File: src/rtl/data_cache_pkg.sv
// Shared types, geometry and address helpers for the direct-mapped data cache.
package data_cache_pkg;

  localparam int NUM_LINES      = 16;
  localparam int WORDS_PER_LINE = 4;
  localparam int ADDR_BITS      = 12;

  localparam int OFFSET_W = $clog2(WORDS_PER_LINE);
  localparam int INDEX_W  = $clog2(NUM_LINES);
  localparam int TAG_W    = ADDR_BITS - INDEX_W - OFFSET_W;
  localparam int PAD_W    = 32 - ADDR_BITS;

  localparam logic [OFFSET_W-1:0] LAST_WORD = OFFSET_W'(WORDS_PER_LINE - 1);

  typedef enum logic [1:0] {
    IDLE,
    FILL,
    WRITE,
    DONE
  } state_t;

  typedef struct packed {
    logic [TAG_W-1:0]    tag;
    logic [INDEX_W-1:0]  index;
    logic [OFFSET_W-1:0] offset;
  } addr_fields_t;

  // Bits above ADDR_BITS are dropped here, so nothing downstream sees them.
  function automatic addr_fields_t split_addr(input logic [31:0] addr);
    addr_fields_t f;
    f = addr_fields_t'(addr[ADDR_BITS-1:0]);
    return f;
  endfunction

endpackage

File: src/rtl/data_cache_if.sv
// Load/store port, Memory port and statistics outputs of the data cache.
interface data_cache_if;

  logic        cpu_req;
  logic        cpu_we;
  logic [31:0] cpu_addr;
  logic [31:0] cpu_wdata;
  logic [31:0] cpu_rdata;
  logic        cpu_ready;
  logic        mem_read;
  logic        mem_write;
  logic [31:0] mem_addr;
  logic [31:0] mem_wdata;
  logic [31:0] mem_rdata;
  logic [31:0] hit_count;
  logic [31:0] miss_count;

  modport slave (
    input  cpu_req, cpu_we, cpu_addr, cpu_wdata, mem_rdata,
    output cpu_rdata, cpu_ready, mem_read, mem_write, mem_addr, mem_wdata,
    output hit_count, miss_count
  );

  modport master (
    output cpu_req, cpu_we, cpu_addr, cpu_wdata, mem_rdata,
    input  cpu_rdata, cpu_ready, mem_read, mem_write, mem_addr, mem_wdata,
    input  hit_count, miss_count
  );

endinterface

File: src/rtl/data_cache_store.sv
// Valid/tag/data arrays: combinational lookup, one word-write port, one tag-set port.
module data_cache_store
  import data_cache_pkg::*;
(
  input  logic                clk,
  input  logic                rst,
  input  logic [INDEX_W-1:0]  rd_index,
  input  logic [OFFSET_W-1:0] rd_offset,
  output logic                rd_valid,
  output logic [TAG_W-1:0]    rd_tag,
  output logic [31:0]         rd_word,
  input  logic                wr_en,
  input  logic [INDEX_W-1:0]  wr_index,
  input  logic [OFFSET_W-1:0] wr_offset,
  input  logic [31:0]         wr_data,
  input  logic                tag_we,
  input  logic [INDEX_W-1:0]  tag_index,
  input  logic [TAG_W-1:0]    tag_value
);

  logic [NUM_LINES-1:0] valid_q;
  logic [TAG_W-1:0]     tag_q  [NUM_LINES];
  logic [31:0]          data_q [NUM_LINES*WORDS_PER_LINE];

  assign rd_valid = valid_q[rd_index];
  assign rd_tag   = tag_q[rd_index];
  assign rd_word  = data_q[{rd_index, rd_offset}];

  // Reset only clears valid; tags and data are don't-care until revalidated.
  always_ff @(posedge clk) begin
    if (rst) begin
      valid_q <= '0;
    end else if (tag_we) begin
      valid_q[tag_index] <= 1'b1;
    end
  end

  always_ff @(posedge clk) begin
    if (tag_we) begin
      tag_q[tag_index] <= tag_value;
    end
  end

  always_ff @(posedge clk) begin
    if (wr_en) begin
      data_q[{wr_index, wr_offset}] <= wr_data;
    end
  end

endmodule

File: src/rtl/data_cache.sv
// Direct-mapped, write-through, no-write-allocate data cache.
// Optional load hit/miss counters are built when CACHE_STATS_EN is defined.
module data_cache
  import data_cache_pkg::*;
(
  input  logic         clk,
  input  logic         rst,
  data_cache_if.slave  bus
);

  state_t              state_q, state_d;
  addr_fields_t        lat_q, lat_d;
  logic [31:0]         wdata_q, wdata_d;
  logic [31:0]         rdata_q, rdata_d;
  logic [OFFSET_W-1:0] cnt_q, cnt_d;

  addr_fields_t        req_f, look_f;
  logic                lk_valid, tag_hit;
  logic [TAG_W-1:0]    lk_tag;
  logic [31:0]         lk_word;
  logic                wr_en, tag_we;
  logic [OFFSET_W-1:0] wr_offset;
  logic [31:0]         wr_data;
  logic                load_hit, load_miss;

  assign req_f = split_addr(bus.cpu_addr);
  // IDLE decides hit/miss on the live request; WRITE checks the latched address.
  assign look_f  = (state_q == IDLE) ? req_f : lat_q;
  assign tag_hit = lk_valid && (lk_tag == look_f.tag);

  data_cache_store u_store (
    .clk       (clk),
    .rst       (rst),
    .rd_index  (look_f.index),
    .rd_offset (look_f.offset),
    .rd_valid  (lk_valid),
    .rd_tag    (lk_tag),
    .rd_word   (lk_word),
    .wr_en     (wr_en),
    .wr_index  (lat_q.index),
    .wr_offset (wr_offset),
    .wr_data   (wr_data),
    .tag_we    (tag_we),
    .tag_index (lat_q.index),
    .tag_value (lat_q.tag)
  );

  always_comb begin
    state_d   = state_q;
    lat_d     = lat_q;
    wdata_d   = wdata_q;
    rdata_d   = rdata_q;
    cnt_d     = cnt_q;
    wr_en     = 1'b0;
    wr_offset = lat_q.offset;
    wr_data   = wdata_q;
    tag_we    = 1'b0;
    load_hit  = 1'b0;
    load_miss = 1'b0;
    case (state_q)
      IDLE: begin
        if (bus.cpu_req) begin
          lat_d   = req_f;
          wdata_d = bus.cpu_wdata;
          cnt_d   = '0;
          if (bus.cpu_we) begin
            state_d = WRITE;
          end else if (tag_hit) begin
            rdata_d  = lk_word;
            load_hit = 1'b1;
            state_d  = DONE;
          end else begin
            load_miss = 1'b1;
            state_d   = FILL;
          end
        end
      end
      FILL: begin
        wr_en     = 1'b1;
        wr_offset = cnt_q;
        wr_data   = bus.mem_rdata;
        if (cnt_q == lat_q.offset) begin
          rdata_d = bus.mem_rdata;
        end
        cnt_d = cnt_q + 1'b1;
        if (cnt_q == LAST_WORD) begin
          tag_we  = 1'b1;
          state_d = DONE;
        end
      end
      WRITE: begin
        wr_en   = tag_hit;
        state_d = DONE;
      end
      DONE: begin
        state_d = IDLE;
      end
      default: begin
        state_d = IDLE;
      end
    endcase
  end

  always_ff @(posedge clk) begin
    if (rst) begin
      state_q <= IDLE;
      lat_q   <= '0;
      wdata_q <= '0;
      rdata_q <= '0;
      cnt_q   <= '0;
    end else begin
      state_q <= state_d;
      lat_q   <= lat_d;
      wdata_q <= wdata_d;
      rdata_q <= rdata_d;
      cnt_q   <= cnt_d;
    end
  end

  always_comb begin
    bus.mem_addr  = '0;
    bus.mem_wdata = '0;
    case (state_q)
      FILL:    bus.mem_addr = {{PAD_W{1'b0}}, lat_q.tag, lat_q.index, cnt_q};
      WRITE: begin
        bus.mem_addr  = {{PAD_W{1'b0}}, lat_q};
        bus.mem_wdata = wdata_q;
      end
      default: ;
    endcase
  end

  assign bus.mem_read  = (state_q == FILL);
  assign bus.mem_write = (state_q == WRITE);
  assign bus.cpu_ready = (state_q == DONE);
  assign bus.cpu_rdata = rdata_q;

`ifdef CACHE_STATS_EN
  logic [31:0] hit_q, hit_d, miss_q, miss_d;

  always_comb begin
    hit_d  = hit_q + {31'b0, load_hit};
    miss_d = miss_q + {31'b0, load_miss};
  end

  always_ff @(posedge clk) begin
    if (rst) begin
      hit_q  <= '0;
      miss_q <= '0;
    end else begin
      hit_q  <= hit_d;
      miss_q <= miss_d;
    end
  end

  assign bus.hit_count  = hit_q;
  assign bus.miss_count = miss_q;
`else
  logic unused_stats;
  assign unused_stats   = load_hit ^ load_miss;
  assign bus.hit_count  = '0;
  assign bus.miss_count = '0;
`endif

endmodule
File: src/flat_wrapper.sv
// flat-port wrapper written by rule: the top's interface ports become plain ports
module data_cache_flat import data_cache_pkg::*;
  (clk, rst, bus_cpu_req, bus_cpu_we, bus_cpu_addr, bus_cpu_wdata, bus_mem_rdata, bus_cpu_rdata, bus_cpu_ready, bus_mem_read, bus_mem_write, bus_mem_addr, bus_mem_wdata, bus_hit_count, bus_miss_count);
  data_cache_if bus_i ();
  input  logic clk;
  input  logic rst;
  input wire logic [$bits(bus_i.cpu_req)-1:0] bus_cpu_req;
  input wire logic [$bits(bus_i.cpu_we)-1:0] bus_cpu_we;
  input wire logic [$bits(bus_i.cpu_addr)-1:0] bus_cpu_addr;
  input wire logic [$bits(bus_i.cpu_wdata)-1:0] bus_cpu_wdata;
  input wire logic [$bits(bus_i.mem_rdata)-1:0] bus_mem_rdata;
  output wire logic [$bits(bus_i.cpu_rdata)-1:0] bus_cpu_rdata;
  output wire logic [$bits(bus_i.cpu_ready)-1:0] bus_cpu_ready;
  output wire logic [$bits(bus_i.mem_read)-1:0] bus_mem_read;
  output wire logic [$bits(bus_i.mem_write)-1:0] bus_mem_write;
  output wire logic [$bits(bus_i.mem_addr)-1:0] bus_mem_addr;
  output wire logic [$bits(bus_i.mem_wdata)-1:0] bus_mem_wdata;
  output wire logic [$bits(bus_i.hit_count)-1:0] bus_hit_count;
  output wire logic [$bits(bus_i.miss_count)-1:0] bus_miss_count;
  assign bus_i.cpu_req = bus_cpu_req;
  assign bus_i.cpu_we = bus_cpu_we;
  assign bus_i.cpu_addr = bus_cpu_addr;
  assign bus_i.cpu_wdata = bus_cpu_wdata;
  assign bus_i.mem_rdata = bus_mem_rdata;
  assign bus_cpu_rdata = bus_i.cpu_rdata;
  assign bus_cpu_ready = bus_i.cpu_ready;
  assign bus_mem_read = bus_i.mem_read;
  assign bus_mem_write = bus_i.mem_write;
  assign bus_mem_addr = bus_i.mem_addr;
  assign bus_mem_wdata = bus_i.mem_wdata;
  assign bus_hit_count = bus_i.hit_count;
  assign bus_miss_count = bus_i.miss_count;
  data_cache u_core (.clk(clk), .rst(rst), .bus(bus_i));
endmodule
File: config.mk
export PLATFORM = sky130hd
export DESIGN_NAME = data_cache_flat
export DESIGN_NICKNAME = d
export VERILOG_FILES = /design/src/rtl/data_cache_pkg.sv /design/src/rtl/data_cache_if.sv /design/src/rtl/data_cache_store.sv /design/src/rtl/data_cache.sv /design/src/flat_wrapper.sv
export SDC_FILE = /design/constraint.sdc
export NUM_CORES = 2
export LEC_CHECK = 0
export BUFFER_PORTS_ARGS = -buffer_cell sky130_fd_sc_hd__buf_2
export CORE_MARGIN = 1.5
export CORE_UTILIZATION = 35
export DETAILED_ROUTE_END_ITERATION = 16
export PLACE_DENSITY = 0.49
export SLEW_MARGIN = 30
export SYNTH_ARGS = -nofsm -noshare
export SYNTH_HDL_FRONTEND = slang
export SYNTH_SLANG_ARGS = --single-unit
File: constraint.sdc
create_clock -name clk -period 14.26 [get_ports clk]
set_clock_uncertainty 0.05 [all_clocks]
set_input_delay 0 -clock clk [delete_from_list [all_inputs] [get_ports clk]]
set_output_delay 0 -clock clk [all_outputs]
set_load 0.005 [all_outputs]
# Word level (Yosys, flattened, before mapping)
# Memories as Yosys holds them, arrays and structs flattened.
# Index checks and enable logic that the tools add are counted.
dict set report word_totals {
  in_bits 100
  reg_bits 96
  ramBits 2144
  n_memories 2
}
dict set report op_classes {
  eq_ne 11
  bitwise_logic 1
  magnitude_cmp 3
  n_mux 28
  n_reduce_logical 8
  n_addsub 1
}
# name words word_bits read_ports rd_clocked_by_memory_dff wr line_no
set memory_table {}
lappend memory_table {u_core.u_store.data_q 64 32 1 0 1 data_cache_store.sv:23} ;# logic [31:0] data_q [NUM_LINES*WORDS_PER_LINE];
lappend memory_table {u_core.u_store.tag_q 16 6 1 0 1 data_cache_store.sv:22} ;# logic [TAG_W-1:0] tag_q [NUM_LINES];
# cell n
set ops {}
lappend ops {{two-way mux 32 bit} 6}
lappend ops {{one-hot mux 32 bit (2 select lines)} 1}
lappend ops {{one-hot mux 12 bit (2 select lines)} 1}
lappend ops {{bitwise OR 16 bit} 1}
lappend ops {{two-way mux 12 bit} 1}
lappend ops {{two-way mux 2 bit} 6}
lappend ops {{less-than comparator 4 x 5 -> 1 bit, second input constant} 2}
lappend ops {{two-way mux 1 bit} 8}
lappend ops {{one-hot mux 2 bit (4 select lines)} 1}
lappend ops {{equality test 2 bit, second input constant} 3}
lappend ops {{equality test 6 bit} 1}
lappend ops {{!= test 2 x 1 -> 1 bit, second input constant} 3}
lappend ops {{AND reduction 2 bit} 3}
lappend ops {{AND reduction 5 bit} 1}
lappend ops {{binary-select mux 1 bit (select 4 bit)} 1}
lappend ops {{demux 1 bit (select 4 bit)} 1}
lappend ops {{>= comparator 4 x 1 -> 1 bit, second input constant} 1}
lappend ops {{!= test 2 bit, second input constant} 2}
lappend ops {{one-hot mux 2 bit (2 select lines)} 1}
lappend ops {{adder 2 x 1 -> 2 bit, second input constant} 1}
lappend ops {{equality test 2 x 1 -> 1 bit, second input constant} 1}
lappend ops {{equality test 2 bit} 1}
lappend ops {{logical AND 1 bit} 2}
lappend ops {{zero test 2 bit} 1}
lappend ops {{other kinds (2)} 2}

# Logic depth before layout (Yosys ltp)
dict set report logic_depth {
  word_depth 9
  ltp_mapped 16
  mapped_depth_nobuf 10
}

# Modules after synthesis
# From an unflattened synthesis, not the netlist that was laid out.
dict set report hier_totals {
  cells_unflattened 4074
  area_unflattened_um2 86834.5
}
# module area_each_um2 cells_each seq_area_each_um2 instances
set by_module_without_submodules {}
lappend by_module_without_submodules {data_cache_store 81715.9 3488 64702.1 1}
lappend by_module_without_submodules {data_cache 5118.7 586 1601.5 1}

# Worst setup path before layout
# No wires, ideal clock.
dict set report synth_timing {
  path_type {register -> register}
  from {reg u_core.state_q[0]}
  to {mem u_core.u_store.data_q[48][0], enable pin}
  slack_ps 7776
  t_arrival_ps 5932
  n_path_buf 4
  setup_ps 502
  path_stages_with_launch 15
  cell_sequence {dfxtp_1 > inv_1 > ha_1 > buf_2 > mux2_4 > buf_4 > buf_2 > mux4_2 > nand2_1 > nand4_1 > xor2_1 > and4_1 > a21oi_2 > buf_2 > nor4_1}
}
dict set report synth_via {
  elab_chain_len 8
}
# element line_no
set synth_rtl {}
lappend synth_rtl {{from (decl)} data_cache.sv:11} ;# state_t state_q, state_d;
lappend synth_rtl {{from (signal assigned)} data_cache.sv:112} ;# state_q <= state_d;
lappend synth_rtl {{zero test 2 bit} data_cache.sv:28} ;# assign look_f = (state_q == IDLE) ? req_f : lat_q;
lappend synth_rtl {{two-way mux 12 bit} data_cache.sv:28}
lappend synth_rtl {{memory (16 x 6 bit) or binary-select mux 1 bit (select 4 bit) (tied branches)} --}
lappend synth_rtl {{equality test 6 bit or two-way mux 1 bit (tied branches)} {data_cache.sv:29, data_cache_store.sv:25}}
lappend synth_rtl {{logical AND 1 bit} data_cache.sv:29} ;# assign tag_hit = lk_valid && (lk_tag == look_f.tag);
lappend synth_rtl {{one-hot mux 1 bit (2 select lines)} data_cache.sv:60} ;# case (state_q)
lappend synth_rtl {{two-way mux 1 bit} data_cache_store.sv:45} ;# if (wr_en) begin
lappend synth_rtl {{two-way mux 1 bit (not written as such)} data_cache_store.sv:46} ;# data_q[{wr_index, wr_offset}] <= wr_data;
lappend synth_rtl {{to (decl)} data_cache_store.sv:23}
# Parallel ways exist; a longest one is shown, timed or not. The select of a mux whose other input is x is not followed.

# Worst setup path after layout
dict set report layout_timing {
  from {reg u_core.state_q[0]}
  to {reg u_core.rdata_q[29] (netlist: u_core.bus.cpu_rdata[29])}
}
dict set report layout_via {
  elab_chain_len 7
}
# element line_no
set layout_rtl {}
lappend layout_rtl {{zero test 2 bit} {data_cache.sv:28, data_cache.sv:60}}
lappend layout_rtl {{two-way mux 12 bit} data_cache.sv:28}
lappend layout_rtl {{memory (64 x 32 bit), or another cell as far along} --}
lappend layout_rtl {{two-way mux 32 bit, or another cell as far along} data_cache.sv:68} ;# end else if (tag_hit) begin
lappend layout_rtl {{two-way mux 32 bit or logical AND 1 bit (tied branches)} {data_cache.sv:66, data_cache.sv:29}}
lappend layout_rtl {{two-way mux 32 bit or != test 2 x 1 -> 1 bit (tied branches)} --}
lappend layout_rtl {{one-hot mux 32 bit (2 select lines) or AND reduction 5 bit (tied branches)} --}
lappend layout_rtl {{to (signal assigned)} data_cache.sv:115} ;# rdata_q <= rdata_d;
lappend layout_rtl {{to (decl)} data_cache.sv:14} ;# logic [31:0] rdata_q, rdata_d;
# Parallel ways exist; a longest one is shown, timed or not. The select of a mux whose other input is x is not followed.
# A chain may end at the register's enable or synchronous reset.

==> impl_metrics.tcl <==
set metrics [dict create \
    crit_path_max_fanout 118 \
    drt-pass1-iter-count 6 \
    max_cap_violations 0 \
    arrival_ns 7.87 \
    worstMarginPinSlew_ns 1.08 \
    fin_setup_tns_ns 0 \
    setup_violations 0 \
    syn_area_um2 89200 \
    drt-initial-drc-count 6562 \
    final_cell_count_no_fill 9987 \
    finalNetCount 6535 \
    fp-row-count 185 \
    yosys_most_used_dff "edfxtp_1" \
    place_inst 9351 \
    wl_per_cell_um 28.8 \
    drive_gt1_frac 0.155 \
    cts_tree "done" \
    status "finished clean" \
    cts.sinks 2240 \
    min_period_ns 7.13 \
    die_area_um2 258000 \
    power_density_nw_per_um2 193 \
    grt.overflow.total 0 \
    drtAntennaViolNets 0 \
    cts_buffers 233 \
    max-slew-margin-rel 0.271 \
    clk_latency_ns 0.88 \
    gp_congestion 0.794 \
    grt_first_pass_wirelength_um 403000 \
    viasPerCell 5.49 \
    start_kind "register" \
    grt_max_degree 138 \
    power_leakage_nw 35.8 \
    drc 0 \
    peakVddDrop_v 0.000139 \
    fin_ws_ns 7.13 \
    critPathKind "register to register" \
    syn_avg_cell_area_um2 14.8 \
    final_core_util 0.412 \
    synth.distinct_cells 57 \
    ys_ff_latch 2240 \
    synth_edf_count 2144 \
    grt_pass1_vias 52200 \
    start_util 0.352 \
    antenna_found_initial 9 \
    io_buffers 158 \
    cp-end-kind "register" \
    hold_class "input port to register" \
    fillers 23100 \
    dp_slack_ns 7.74 \
    grt_usage 0.219 \
    clk_pin_slew_ns 0.06 \
    hold-path-cell-count 6 \
    drv_slew 0 \
    multi_input_area_um2 21800 \
    finalCritPeriodShare 0.500 \
    seq_area_frac_synth 0.743 \
    hpwl_um 157000 \
    cts.repair.resized 0 \
    clk_root_buffer_cell "clkbuf_16" \
    via_count 54800 \
    rr_worst_depth 15 \
    core_um2 254000 \
    fp.dieH_um 508 \
    post-cts-setup-buffer-count 0 \
    hold_viol_final 0 \
    cp.required_ns 15.00 \
    seq_area_um2 66300 \
    die_x_um 508 \
    synthArstFlopShare 0 \
    num_io_pins 263 \
    clockBufferDepth 3 \
    rsz0062_at_grt "no" \
    synthCells 6014 \
    syn_to_final_growth_pct 17.1 \
    cts-htree-levels 4 \
    yosysWarnings 0 \
    max_freq_mhz 140 \
    totalWireLength_um 288000 \
]
## path summary, 6_finish.rpt
kind	from	endpoint	slack (ns)
hold reg to reg	u_core.bus.cpu_rdata[9]	u_core.bus.cpu_rdata[9]	0.41
hold / removal	bus_mem_rdata[26]	u_core.bus.cpu_rdata[26]	0.02
setup / recovery	u_core.state_q[0]	u_core.bus.cpu_rdata[29]	7.13
setup reg to reg	u_core.state_q[0]	u_core.bus.cpu_rdata[29]	7.13
## cell families (layout without fill, tap and decap cells)
| group | after synthesis | after routing | synth area share |
|---|---|---|---|
| AO/OA/AOI/OAI | 585 | 585 | 0.0506 |
| XOR/XNOR | 6 | 6 | 0.000589 |
| adder cells (fa/ha/maj) | 5 | 5 | 0.000701 |
| buffers and inverters | 506 | 1027 | 0.0262 |
| flip-flops | 2240 | 2240 | 0.743 |
| multiplexers | 371 | 371 | 0.0668 |
| other | 1 | 87 | 0.0000420 |
| AND/OR/NAND/NOR | 2300 | 2300 | 0.112 |
## Yosys cell counts, types with 10 or more instances
cell type / n / area, um^2
a21o_1: 14 / 105
a22o_1: 10 / 87.6
a21oi_1: 75 / 375
a32oi_1: 47 / 412
edfxtp_1: 2144 / 64400
nor2_1: 47 / 176
a31oi_1: 49 / 307
a221oi_1: 13 / 114
nor2b_1: 17 / 106
mux2_2: 28 / 315
nand3_1: 392 / 1960
clkbuf_1: 262 / 983
nor3_1: 89 / 445
nand4_1: 17 / 106
nand2_1: 1477 / 5540
o31ai_1: 28 / 210
nor4_1: 26 / 163
o211ai_1: 10 / 75.1
buf_4: 90 / 676
o2111ai_1: 10 / 87.6
mux4_2: 172 / 3870
mux2i_1: 160 / 1600
a22oi_1: 47 / 353
a311oi_1: 195 / 1710
and2_1: 43 / 269
dfxtp_1: 96 / 1920
o21a_1: 11 / 82.6
inv_1: 28 / 105
and3_1: 173 / 1080
mux2_4: 11 / 165
buf_1: 52 / 195
o311ai_0: 15 / 131
o221a_2: 10 / 113
o21ai_0: 21 / 105
buf_2: 73 / 365
## cell type report
| class | instances | area share |
|---|---|---|
| well taps | 3366 | 0.0403 |
| diodes | 3 | 0.0000719 |
| repair buffers | 576 | 0.0442 |
| clock inverters | 109 | 0.0111 |
| multi-input cells | 3351 | 0.208 |
| inverters | 28 | 0.00101 |
| clock buffers | 314 | 0.0602 |
| flip-flops and latches | 2240 | 0.635 |
## cells in the final DEF (no fill, tap or decap), types with 13 or more instances in the layout
cell type      count
clkbuf_1          67
nor3_2            47
buf_4            196
a21oi_1           75
mux2_2            17
nand2_1         1476
edfxtp_1        2144
dlygate4sd3_1    208
a221oi_1          13
and3_1           173
mux2_4            20
inv_1             27
mux2i_1          154
conb_1            84
nor4_2            24
a32oi_1           47
a31oi_1           49
nand4_1           17
bufinv_16         18
nor2b_1           17
o311ai_0          15
clkinv_1          41
a311oi_1         195
nor2_1            41
nand3_1          392
o21ai_4           17
o31ai_1           27
a22oi_1           47
and2_1            42
dfxtp_1           96
clkbuf_8          13
mux4_2           172
clkbuf_16        234
buf_2            157
nor3_1            39
clkinv_2          33
## registers in the layout (all words and copies together) (netlist names)
name	cells
u_core.bus.cpu_rdata	32
u_core.cnt_q	2
u_core.lat_q	12
u_core.state_q	2
u_core.u_store.data_q	2048
u_core.u_store.tag_q	96
u_core.u_store.valid_q	16
u_core.wdata_q	32
## critical path, cell delays in order, from the launching register on
cell and delay, ns:
dfxtp_1 0.37, inv_1 0.15, ha_2 0.21, buf_4 0.50, mux2_8 0.82, buf_12 0.54, buf_4 0.54, buf_4 0.57
mux2i_1 0.25, a32oi_1 0.10, a22oi_1 0.39, o2111ai_1 0.45, o221a_2 0.41, dlygate4sd3_1 0.55, mux2_4 0.26, dlygate4sd3_1 0.55
## power by group
group	internal [W]	leakage [nW]	switching (W)	total (W)
registers	0.00794	20.5	0.0000743	0.00801
logic	0.00181	11.7	0.00435	0.00616
clock network	0.00341	3.63	0.00257	0.00597
## per-layer routing
| metal | track usage | up-vias | wire [um] |
|---|---|---|---|
| li1 | - | 23600 | - |
| met1 | 0.311 | 28800 | 126000 |
| met2 | 0.353 | 2084 | 136000 |
| met3 | 0.0322 | 358 | 19600 |
| met4 | 0.0560 | 2 | 6370 |
| met5 | 0 | - | 13 |
## repair_timing
action,in CTS,in global routing
endpoints found under the setup margin,0,0
hold buffers,207,1
hold endpoints to repair,833,1
## metrics by stage
step	hold slack (ns)	total power (W)	instance area [um^2]
3_3_place_gp	0.195	0.0141	94700
5_1_grt	0.0726	0.0209	104000
3_5_place_dp	0.196	0.0142	94900
6_report	0.0248	0.0201	104000
4_1_cts	0.000881	0.0202	104000
2_1_floorplan	0.0860	0.0117	89500
Power figures use the tool's default switching activity.
